--- src/rtl/branch_exec_if.sv ---
// Interface bundling the branch_exec operand, fetch-redirect and retirement signals.
// The master side drives the op and the fetch acknowledge; the slave is the execute stage.
interface branch_exec_if #(
    parameter int ADDR_W = 32
);
    logic              start_i;
    logic              ready_o;
    logic [7:0]        ir_i;
    logic [ADDR_W-1:0] disp_i;
    logic [ADDR_W-1:0] next_eip_i;
    logic [ADDR_W-1:0] ecx_i;
    logic              db_i;
    logic [ADDR_W-1:0] cs_limit_i;
    logic              take_br_i;
    logic              abort_i;
    logic              redirect_o;
    logic [ADDR_W-1:0] redirect_eip_o;
    logic              redirect_ack_i;
    logic              ecx_we_o;
    logic [ADDR_W-1:0] ecx_o;
    logic              gp_fault_o;
    logic              done_o;
    logic              taken_o;

    modport master (
        output start_i, ir_i, disp_i, next_eip_i, ecx_i, db_i, cs_limit_i,
               take_br_i, abort_i, redirect_ack_i,
        input  ready_o, redirect_o, redirect_eip_o, ecx_we_o, ecx_o,
               gp_fault_o, done_o, taken_o
    );

    modport slave (
        input  start_i, ir_i, disp_i, next_eip_i, ecx_i, db_i, cs_limit_i,
               take_br_i, abort_i, redirect_ack_i,
        output ready_o, redirect_o, redirect_eip_o, ecx_we_o, ecx_o,
               gp_fault_o, done_o, taken_o
    );
endinterface

--- src/rtl/branch_exec.sv ---
// Execute stage for short Jcc/JMPS/LOOPxx/JCXZ: target calc, CX/ECX decrement,
// CS limit check, then either a fetch redirect handshake or a #GP request.
module branch_exec #(
    parameter int ADDR_W = 32
) (
    input  logic          clk_i,
    input  logic          rst_i,
    branch_exec_if.slave  bus
);

    typedef enum logic [2:0] {IDLE, CALC, CHECK, REDIRECT, DONE, FAULT} state_t;

    state_t            state_q;
    logic              ready_q, redirect_q, ecx_we_q, gp_q, done_q, taken_q;
    logic [ADDR_W-1:0] redirect_eip_q, ecx_out_q;

    logic [7:0]        ir_q;
    logic [ADDR_W-1:0] disp_q, next_eip_q, ecx_q, limit_q, tgt_q, necx_q;
    logic              db_q, take_q;

    logic [ADDR_W-1:0] tgt_d, necx_d;
    logic              is_loop;
    logic              accept;

    // In 16-bit code segments EIP wraps at 64K.
    function automatic logic [ADDR_W-1:0] calc_target(input logic [ADDR_W-1:0] eip,
                                                      input logic [ADDR_W-1:0] disp,
                                                      input logic db);
        logic [ADDR_W-1:0] sum;
        sum = eip + disp;
        if (!db) sum[ADDR_W-1:16] = '0;
        return sum;
    endfunction

    // CX-only decrement leaves the upper half of ECX untouched.
    function automatic logic [ADDR_W-1:0] dec_count(input logic [ADDR_W-1:0] cnt,
                                                    input logic db);
        logic [ADDR_W-1:0] res;
        if (db) res = cnt - ADDR_W'(1);
        else    res = {cnt[ADDR_W-1:16], cnt[15:0] - 16'd1};
        return res;
    endfunction

    always_comb begin
        accept  = (state_q == IDLE) && bus.start_i;
        is_loop = (ir_q == 8'hE0) || (ir_q == 8'hE1) || (ir_q == 8'hE2);
        tgt_d   = calc_target(next_eip_q, disp_q, db_q);
        necx_d  = is_loop ? dec_count(ecx_q, db_q) : ecx_q;
    end

    // Operand latch (IDLE) and computed results (CALC)
    always_ff @(posedge clk_i) begin
        if (accept) begin
            ir_q       <= bus.ir_i;
            disp_q     <= bus.disp_i;
            next_eip_q <= bus.next_eip_i;
            ecx_q      <= bus.ecx_i;
            db_q       <= bus.db_i;
            limit_q    <= bus.cs_limit_i;
            take_q     <= bus.take_br_i;
        end
        if (state_q == CALC) begin
            tgt_q  <= tgt_d;
            necx_q <= necx_d;
        end
    end

    // Control FSM; abort wins over everything, including a same-cycle redirect ack.
    always_ff @(posedge clk_i or posedge rst_i) begin
        if (rst_i) begin
            state_q        <= IDLE;
            ready_q        <= 1'b1;
            redirect_q     <= 1'b0;
            ecx_we_q       <= 1'b0;
            gp_q           <= 1'b0;
            done_q         <= 1'b0;
            taken_q        <= 1'b0;
            redirect_eip_q <= '0;
            ecx_out_q      <= '0;
        end else begin
            done_q   <= 1'b0;
            gp_q     <= 1'b0;
            ecx_we_q <= 1'b0;
            if (state_q != IDLE && bus.abort_i) begin
                state_q    <= IDLE;
                ready_q    <= 1'b1;
                redirect_q <= 1'b0;
                taken_q    <= 1'b0;
            end else begin
                case (state_q)
                    IDLE: begin
                        if (bus.start_i) begin
                            state_q <= CALC;
                            ready_q <= 1'b0;
                        end
                    end
                    CALC: state_q <= CHECK;
                    CHECK: begin
                        if (!take_q) begin
                            state_q  <= DONE;
                            done_q   <= 1'b1;
                            taken_q  <= 1'b0;
                            ecx_we_q <= is_loop;
                            if (is_loop) ecx_out_q <= necx_q;
                        end else if (tgt_q > limit_q) begin
                            state_q <= FAULT;
                            gp_q    <= 1'b1;
                        end else begin
                            state_q        <= REDIRECT;
                            redirect_q     <= 1'b1;
                            redirect_eip_q <= tgt_q;
                        end
                    end
                    REDIRECT: begin
                        if (bus.redirect_ack_i) begin
                            state_q    <= DONE;
                            redirect_q <= 1'b0;
                            done_q     <= 1'b1;
                            taken_q    <= 1'b1;
                            ecx_we_q   <= is_loop;
                            if (is_loop) ecx_out_q <= necx_q;
                        end
                    end
                    DONE: begin
                        state_q <= IDLE;
                        ready_q <= 1'b1;
                        taken_q <= 1'b0;
                    end
                    FAULT: begin
                        state_q <= IDLE;
                        ready_q <= 1'b1;
                    end
                    default: begin
                        state_q <= IDLE;
                        ready_q <= 1'b1;
                    end
                endcase
            end
        end
    end

    assign bus.ready_o        = ready_q;
    assign bus.redirect_o     = redirect_q;
    assign bus.redirect_eip_o = redirect_eip_q;
    assign bus.ecx_we_o       = ecx_we_q;
    assign bus.ecx_o          = ecx_out_q;
    assign bus.gp_fault_o     = gp_q;
    assign bus.done_o         = done_q;
    assign bus.taken_o        = taken_q;

endmodule

--- src/flat_wrapper.sv ---
// flat-port wrapper written by rule: the top's interface ports become plain ports
module branch_exec_flat 
#(
    parameter int ADDR_W = 32
)
  (clk_i, rst_i, bus_start_i, bus_ir_i, bus_disp_i, bus_next_eip_i, bus_ecx_i, bus_db_i, bus_cs_limit_i, bus_take_br_i, bus_abort_i, bus_redirect_ack_i, bus_ready_o, bus_redirect_o, bus_redirect_eip_o, bus_ecx_we_o, bus_ecx_o, bus_gp_fault_o, bus_done_o, bus_taken_o);
  branch_exec_if #(.ADDR_W(ADDR_W)) bus_i ();
  input  logic clk_i;
  input  logic rst_i;
  input wire logic [$bits(bus_i.start_i)-1:0] bus_start_i;
  input wire logic [$bits(bus_i.ir_i)-1:0] bus_ir_i;
  input wire logic [$bits(bus_i.disp_i)-1:0] bus_disp_i;
  input wire logic [$bits(bus_i.next_eip_i)-1:0] bus_next_eip_i;
  input wire logic [$bits(bus_i.ecx_i)-1:0] bus_ecx_i;
  input wire logic [$bits(bus_i.db_i)-1:0] bus_db_i;
  input wire logic [$bits(bus_i.cs_limit_i)-1:0] bus_cs_limit_i;
  input wire logic [$bits(bus_i.take_br_i)-1:0] bus_take_br_i;
  input wire logic [$bits(bus_i.abort_i)-1:0] bus_abort_i;
  input wire logic [$bits(bus_i.redirect_ack_i)-1:0] bus_redirect_ack_i;
  output wire logic [$bits(bus_i.ready_o)-1:0] bus_ready_o;
  output wire logic [$bits(bus_i.redirect_o)-1:0] bus_redirect_o;
  output wire logic [$bits(bus_i.redirect_eip_o)-1:0] bus_redirect_eip_o;
  output wire logic [$bits(bus_i.ecx_we_o)-1:0] bus_ecx_we_o;
  output wire logic [$bits(bus_i.ecx_o)-1:0] bus_ecx_o;
  output wire logic [$bits(bus_i.gp_fault_o)-1:0] bus_gp_fault_o;
  output wire logic [$bits(bus_i.done_o)-1:0] bus_done_o;
  output wire logic [$bits(bus_i.taken_o)-1:0] bus_taken_o;
  assign bus_i.start_i = bus_start_i;
  assign bus_i.ir_i = bus_ir_i;
  assign bus_i.disp_i = bus_disp_i;
  assign bus_i.next_eip_i = bus_next_eip_i;
  assign bus_i.ecx_i = bus_ecx_i;
  assign bus_i.db_i = bus_db_i;
  assign bus_i.cs_limit_i = bus_cs_limit_i;
  assign bus_i.take_br_i = bus_take_br_i;
  assign bus_i.abort_i = bus_abort_i;
  assign bus_i.redirect_ack_i = bus_redirect_ack_i;
  assign bus_ready_o = bus_i.ready_o;
  assign bus_redirect_o = bus_i.redirect_o;
  assign bus_redirect_eip_o = bus_i.redirect_eip_o;
  assign bus_ecx_we_o = bus_i.ecx_we_o;
  assign bus_ecx_o = bus_i.ecx_o;
  assign bus_gp_fault_o = bus_i.gp_fault_o;
  assign bus_done_o = bus_i.done_o;
  assign bus_taken_o = bus_i.taken_o;
  branch_exec #(.ADDR_W(ADDR_W)) u_core (.clk_i(clk_i), .rst_i(rst_i), .bus(bus_i));
endmodule
--- config.mk ---
export PLATFORM = sky130hd
export DESIGN_NAME = branch_exec_flat
export DESIGN_NICKNAME = d
export VERILOG_FILES = /design/src/rtl/branch_exec_if.sv /design/src/rtl/branch_exec.sv /design/src/flat_wrapper.sv
export SDC_FILE = /design/constraint.sdc
export NUM_CORES = 1
export LEC_CHECK = 0
export CAP_MARGIN = 20
export CORE_ASPECT_RATIO = 2
export CORE_MARGIN = 2
export CORE_UTILIZATION = 48
export CTS_CLUSTER_SIZE = 8
export DETAILED_ROUTE_END_ITERATION = 10
export MAX_ROUTING_LAYER = met4
export PLACE_DENSITY = 0.77
export SYNTH_ARGS = -nofsm -noshare
export SYNTH_HDL_FRONTEND = slang
export SYNTH_SLANG_ARGS = --single-unit
--- constraint.sdc ---
create_clock -name clk_i -period 15.85 [get_ports clk_i]
set_clock_uncertainty 0.1 [all_clocks]
set_input_delay 3.17 -clock clk_i [delete_from_list [all_inputs] [get_ports clk_i]]
set_output_delay 3.17 -clock clk_i [all_outputs]
set_load 0.05 [all_outputs]
* Yosys cells after proc, flatten, opt, wreduce, memory -nomap -nowiden
Index checks and enable logic that the tools add are counted.
** Storage, ports and cells
- Register bits after elaboration :: 275
- Latch bits :: 0
- Memory bits (writable) :: 0
- ROM bits :: 0
- Bits of input ports :: 143
- Output and inout bits :: 70
- Memories :: 0
** Operators by class
- Add/sub/neg operators :: 3
- Multiply operators :: 0
- Divide/modulo/power cells :: 0
- $lt $le $gt $ge :: 1
- Equality and inequality tests :: 15
- Shift-type cells :: 0
- Muxes and demuxes :: 36
- Bitwise gates (word level) :: 2
- Reductions and logical operators :: 16
** Operators by type and width (number)
- 32-bit two-way mux :: 5
- 32-bit one-hot mux with 2 select lines :: 1
- 32-bit adder :: 1
- 32-bit > comparator :: 1
- 32-bit by 1-bit subtractor with 32-bit output, second input constant :: 1
- 8-bit == test, second input constant :: 3
- 1-bit two-way mux :: 19
- 16-bit by 1-bit subtractor with 16-bit output, second input constant :: 1
- 3-bit two-way mux :: 5
- 3-bit one-hot mux with 4 select lines :: 1
- 4-bit AND reduction :: 3
- 1-bit one-hot mux with 2 select lines :: 4
- 3-bit by 2-bit == test with 1-bit output, second input constant :: 2
- 3-bit by 2-bit != test with 1-bit output, second input constant :: 2
- 3-bit != test, second input constant :: 2
- 3-bit nonzero test :: 2
- 2-bit != test, second input constant :: 2
- 2-bit AND reduction :: 2
- 4-bit nonzero test :: 1
- 3-bit by 1-bit == test with 1-bit output, second input constant :: 1
- 3-bit == test, second input constant :: 1
- 3-bit logical NOT :: 1
- 3-bit by 1-bit != test with 1-bit output, second input constant :: 1
- 1-bit one-hot mux with 3 select lines :: 1
- 7 further kinds :: 10

* Logic depth before layout (Yosys ltp)
Gate-level depths: netlist of the first run.
- Word-level depth :: 6
- Depth in mapped cells :: 11

* Worst setup path after synthesis of the first run
No wires, ideal clock.
- Path kind :: input-to-reg
- Start :: input port bus_start_i
- End :: register u_core.db_q (enable)
- Setup time :: 1021 ps
- Arrival :: 17013 ps
- Required time :: 14729 ps
- Path slack :: -2285 ps
- Stages on the path :: 1
- Buffers on the path :: 0
- Cells stage by stage :: nor4b_1
** On the way
- Word-level cells in the longest chain between the ends :: 1
** RTL lines
- start: declaration :: RTL line flat_wrapper.sv:10 : input wire logic [$bits(bus_i.start_i)-1:0] bus_start_i;
- 1-bit logical AND :: RTL line branch_exec.sv:45 : accept = (state_q == IDLE) && bus.start_i;
- end signal: assignment :: RTL line branch_exec.sv:58 : db_q <= bus.db_i;
- end: declaration :: RTL line branch_exec.sv:19 : logic db_q, take_q;
No other way between the ends.
A chain may end at the register's enable or synchronous reset.

* Worst setup path in the final report of the first run
- Start :: register u_core.ready_q (netlist: u_core.bus.ready_o)
- End :: output port bus_ready_o
** RTL lines
- start: declaration :: RTL line branch_exec.sv:14 : logic ready_q, redirect_q, ecx_we_q, gp_q, done_q, taken_q;
- start signal: assignment :: RTL line branch_exec.sv:72 : ready_q <= 1'b1;
- start signal: assignment :: RTL line branch_exec.sv:86 : ready_q <= 1'b1;
- start signal: assignment :: RTL line branch_exec.sv:94 : ready_q <= 1'b0;
- end: declaration :: RTL line flat_wrapper.sv:20 : output wire logic [$bits(bus_i.ready_o)-1:0] bus_ready_o;
No word-level cell between the ends.

==> results of run 1 <==
==> logic make-up after synthesis <==
kind of cell / after synthesis
xor gates and xnor gates: 51
buffers and inverters: 66
muxes: 69
adders and majority gates: 65
DFF: 275
and+or+nand+nor: 169
AOI/OAI and AO/OA: 125
==> path summary, 6_finish.rpt <==
path	start	to	slack, ps	depth (start not counted)
max	u_core.bus.ready_o	bus_ready_o	10740	1
min	u_core.necx_q[6]	u_core.bus.ecx_o[6]	370	1
max reg2reg	u_core.tgt_q[1]	u_core.bus.redirect_eip_o[30]	12460	10
min reg2reg	u_core.necx_q[6]	u_core.bus.ecx_o[6]	370	1
max in group asynchronous	rst_i	u_core.bus.redirect_eip_o[28]	11820	3
min in group asynchronous	rst_i	u_core.bus.ecx_o[16]	3180	3
==> power by group <==
group / internal [W] / switching, W / leakage (nW)
Clock: 0.000482 / 0.000291 / 0.549
Sequential: 0.00104 / 0.000101 / 2.88
Combinational: 0.000327 / 0.000515 / 2.86
==> registers in the layout (all words and copies together), names as in the netlist, 3 cells and up <==
| signal | count |
|---|---|
| u_core.bus.ecx_o | 32 |
| u_core.bus.redirect_eip_o | 32 |
| u_core.disp_q | 32 |
| u_core.ecx_q | 32 |
| u_core.limit_q | 32 |
| u_core.necx_q | 32 |
| u_core.next_eip_q | 32 |
| u_core.tgt_q | 32 |
| u_core.ir_q | 8 |
| u_core.state_q | 3 |
==> area by class of cell <==
type,count,area share
clock buffers,70,0.0722
repair buffers,221,0.141
flip-flops and latches,275,0.502
well taps,332,0.0264
clock inverters,3,0.00159
inverters,52,0.0125
multi-input cells,479,0.245
==> Yosys cell counts, types with 3 or more instances <==
cell type,n,share of area
edfxtp_1,202,0.51
dfrtp_1,72,0.15
ha_1,64,0.067
mux2_2,64,0.060
inv_1,51,0.016
nand2_1,40,0.013
nor2_1,33,0.010
a21oi_1,30,0.013
xor2_1,30,0.022
a21o_1,23,0.014
o21ai_0,22,0.0092
xnor2_1,21,0.015
nor3_1,19,0.0080
clkbuf_1,13,0.0041
nor2b_1,10,0.0052
nand4_1,9,0.0047
nand2b_1,8,0.0042
o21a_1,8,0.0050
nor4_1,7,0.0037
a211oi_1,6,0.0038
nand3_1,6,0.0025
o211ai_1,6,0.0038
or3_1,6,0.0031
mux2i_1,5,0.0042
a21boi_0,4,0.0025
and3_1,4,0.0021
a211o_1,3,0.0022
a221oi_1,3,0.0022
a31oi_1,3,0.0016
nor3_2,3,0.0025
nor4_4,3,0.0053
o21bai_1,3,0.0019
or2_2,3,0.0016
or4_1,3,0.0019
==> metrics by stage <==
stage	power, W	hold WS [ps]
global placement	0.00197	356
global route	0.00290	381
finish	0.00275	371
CTS	0.00278	376
detailed placement	0.00200	361
floorplan	0.00173	354
==> routing by layer <==
metal | GRT usage | share of wire | vias to the layer above | wire, um
met1 | 0.189 | 0.34 | 3580 | 8460
met3 | 0.0298 | 0.040 | 53 | 977
li1 | - | - | 3551 | -
met4 | 0.0836 | 0.036 | 0 | 882
met2 | 0.377 | 0.58 | 205 | 14400
met5 | - | 0 | - | 0
==> impl_metrics.json, run 1 <==
{
  "status": "finished clean",
  "grt_pass1_wl_mm": 38.5,
  "synthXorXnorAreaFrac": 0.0374,
  "ff_latch_area_sq_um": 7890,
  "grt_pass1_vias": 7772,
  "synth_compound_area_frac": 0.0691,
  "syn_avg_cell_area_sq_um": 14.6,
  "synthSimpleGateAreaFrac": 0.0791,
  "fin_crit_ps": 5110,
  "synth-seq-cells": 275,
  "cts_root_buf": "clkbuf_16",
  "path_max_fanout": 3,
  "n_fill_cell": 1833,
  "ir_drop_mv": 0.119,
  "period_share": 0.322,
  "synth_cell_types": 61,
  "grt_overflow": 0,
  "numPortBuffers": 212,
  "io_pins": 213,
  "path_class": "reg2out",
  "post_cts_buffers": 0,
  "path_buf_inv": 1,
  "multi_input_area_sq_um": 3850,
  "drtAntennaViolNets": 0,
  "wl_per_cell_um": 17.3,
  "pwr_density_cell_nw_per_um2": 175,
  "num_antenna_cells": 0,
  "post_cts_resized": 0,
  "routed_via_density": 5.16,
  "tightest_slew_ps": 997,
  "first_pass_iters": 4,
  "critPathMaxStageDelay_ps": 800,
  "core_sq_um": 24400,
  "hold_viol_final": 0,
  "p_leak_nw": 6.29,
  "start_kind": "register",
  "crit_family": "buffers and inverters",
  "clk_pin_slew_ps": 50,
  "grt_max_degree": 79,
  "final_cell_count_no_fill": 1432,
  "crit_path_cell_trace": "clkdlybuf4s50_1",
  "cts_tree": "yes",
  "fin_area_sq_um": 15700,
  "rows": 81,
  "synthAdderAreaFrac": 0.0687,
  "ys.flop_type": "edfxtp_1",
  "drt-initial-drc-count": 395,
  "layout-drive-gt1-share": 0.127,
  "ys_seq_area_frac": 0.660,
  "synth_fp_nets": 1028,
  "async_flop_share": 0.265,
  "die_area_sq_um": 26300,
  "start_util": 0.489,
  "hold_path_class": "reg2reg",
  "setup_tns_ps": 0,
  "synth_warnings": 0,
  "die_x_um": 116,
  "gp_congestion": 0.852,
  "clk_latency_ps": 520,
  "postCtsHoldBufs": 0,
  "nets": 1277,
  "cp_data_arrival_time_ps": 1840,
  "synth_top_family_by_area": "simple AND/OR/NAND/NOR gates",
  "final_util": 0.644,
  "max-cap-violations": 0,
  "mostFrequentLayoutCells": "clkdlybuf4s50_1 (212), edfxtp_1 (202), dfrtp_1 (72)",
  "num_vias": 7389,
  "drc_errors": 0,
  "slew_viol_final": 0,
  "post-place-ws_ps": 10530,
  "fin_ws_ps": 10740,
  "dp_hpwl_mm": 18.3,
  "clkSinkCount": 275,
  "antenna_found_initial": 0,
  "netlist_area_sq_um": 12000,
  "crit_path_top_delay_cell": "clkdlybuf4s50_1",
  "rsz0062_at_grt": "no",
  "grt_usage": 0.196,
  "areaGrowthSynthToFinish_pct": 31.5,
  "critPathRequiredTime_ps": 12580,
  "placed_cells": 1358,
  "synth_cells": 820,
  "drt-total-wl_mm": 24.7,
  "die_height_um": 227,
  "fmax_mhz": 196,
  "numCtsBuffers": 40,
  "layout_commonest_cell": "clkdlybuf4s50_1",
  "setup_viol": 0,
  "cp-end-kind": "output port",
  "htreeDepth": 2,
  "muxShareOfSynthArea": 0.0645,
  "clockBufferDepth": 3,
  "synth_edf_count": 202,
  "postPlaceCellArea_sq_um": 14500,
  "slew_headroom": 0.335
}
No activity file was read; power rests on OpenSTA's default activity.
==> run 2: changes to the inputs <==
- clock period: 15.85 -> 4.4 ns (I/O delays scaled with it)
==> run 2 against run 1 <==
- count of clock-buffer cells in the layout up 1
- design area is essentially flat
- via count fell by 0.39%
- sequential share of layout area hardly changed
- critical path type is now reg2reg
==> impl_metrics.json, run 2 (same netlist as run 1, synthesis figures left out) <==
{
  "fin_crit_ps": 3360,
  "clkSinkCount": 275,
  "clk_latency_ps": 510,
  "fin_area_sq_um": 15700,
  "wl_per_cell_um": 17.4,
  "start_util": 0.489,
  "cts_root_buf": "clkbuf_16",
  "path_max_fanout": 9,
  "mostFrequentLayoutCells": "clkdlybuf4s50_1 (212), edfxtp_1 (202), dfrtp_1 (72)",
  "hold_viol_final": 0,
  "num_vias": 7360,
  "status": "finished clean",
  "postPlaceCellArea_sq_um": 14600,
  "ir_drop_mv": 0.368,
  "post_cts_resized": 0,
  "fmax_mhz": 298,
  "hold_depth": 1,
  "layout-drive-gt1-share": 0.126,
  "rows": 81,
  "routed_via_density": 5.14,
  "slew_viol_final": 0,
  "pwr_density_cell_nw_per_um2": 631,
  "slew_headroom": 0.399,
  "die_area_sq_um": 26300,
  "numCtsBuffers": 40,
  "post_cts_buffers": 0,
  "numPortBuffers": 212,
  "cp_data_arrival_time_ps": 3510,
  "nets": 1278,
  "setup_tns_ps": 0,
  "htreeDepth": 2,
  "first_pass_iters": 5,
  "drc_errors": 0,
  "critPathMaxStageDelay_ps": 670,
  "cp-end-kind": "register",
  "drt-total-wl_mm": 24.9,
  "clk_pin_slew_ps": 50,
  "grt_max_degree": 78,
  "dp_hpwl_mm": 18.6,
  "final_util": 0.643,
  "path_class": "reg2reg",
  "tightest_slew_ps": 901,
  "clockBufferDepth": 3,
  "crit_path_frequent_cell": "or4_1",
  "postCtsHoldBufs": 0,
  "gp_congestion": 0.904,
  "start_kind": "register",
  "min_from": "u_core.necx_q[20]",
  "core_sq_um": 24400,
  "areaGrowthSynthToFinish_pct": 31.5,
  "die_x_um": 116,
  "critPathRequiredTime_ps": 4550,
  "grt_pass1_wl_mm": 38.9,
  "grt_overflow": 0,
  "cp.depth": 8,
  "r2r_start": "u_core.ir_q[4]",
  "hold_path_class": "reg2reg",
  "antenna_found_initial": 0,
  "max-cap-violations": 0,
  "io_pins": 213,
  "period_share": 0.764,
  "path_buf_inv": 0,
  "startpoint": "u_core.ir_q[4]",
  "die_height_um": 227,
  "fin_total_pwr_w": 0.00992,
  "crit_path_cell_trace": "and4bb_2 > nand4b_2 > or4_1 > nor4_4 > nand2_1 > or4_1 > nor3_2 > xor2_1",
  "grt_usage": 0.199,
  "p_leak_nw": 6.28,
  "crit_path_top_delay_cell": "or4_1",
  "cts_tree": "yes",
  "reg2reg_depth": 8,
  "grt_pass1_vias": 7731,
  "layout_commonest_cell": "clkdlybuf4s50_1",
  "crit_family": "simple AND/OR/NAND/NOR gates",
  "drt-initial-drc-count": 288,
  "num_antenna_cells": 0,
  "drtAntennaViolNets": 0,
  "rsz0062_at_grt": "no",
  "setup_viol": 0
}
-- run 2: path summary, 6_finish.rpt --
check,to,slack (ps)
worst min-delay path,u_core.bus.ecx_o[20],370
max in group asynchronous,u_core.bus.ready_o,2510
worst max register to register,u_core.necx_q[25],1040
worst max-delay path,u_core.necx_q[25],1040
worst min register to register,u_core.bus.ecx_o[20],370
min in group asynchronous,u_core.bus.ecx_o[17],770
-- run 2: final cells by class --
class | count | area (sq um)
tap | 332 | 415
sequential | 275 | 7890
multi-input combinational | 479 | 3850
timing repair buffer | 222 | 2210
inverter | 52 | 196
fill | 1796 | 8710
clock inverter | 1 | 7.51
clock buffer | 71 | 1140
-- run 2: where the power goes --
| part | internal (W) | switching, W |
|---|---|---|
| clock network | 0.00173 | 0.00103 |
| registers | 0.00374 | 0.000381 |
| logic | 0.00120 | 0.00185 |
-- run 2: routing by layer --
metal,part of all wire,wire [um],up-vias,track usage
met2,0.57,14200,204,0.372
met3,0.041,1030,63,0.0301
met4,0.044,1090,0,0.0968
met1,0.34,8570,3539,0.195
li1,-,-,3554,-
met5,0,0,-,-
-- run 2: through the flow --
step,setup slack (ps),std cells,hold WS (ps)
2_1_floorplan,-1440,820,354
3_3_place_gp,1150,1360,356
3_5_place_dp,1050,1360,362
4_1_cts,984,1432,375
5_1_grt,825,1432,382
6_report,1040,1432,372
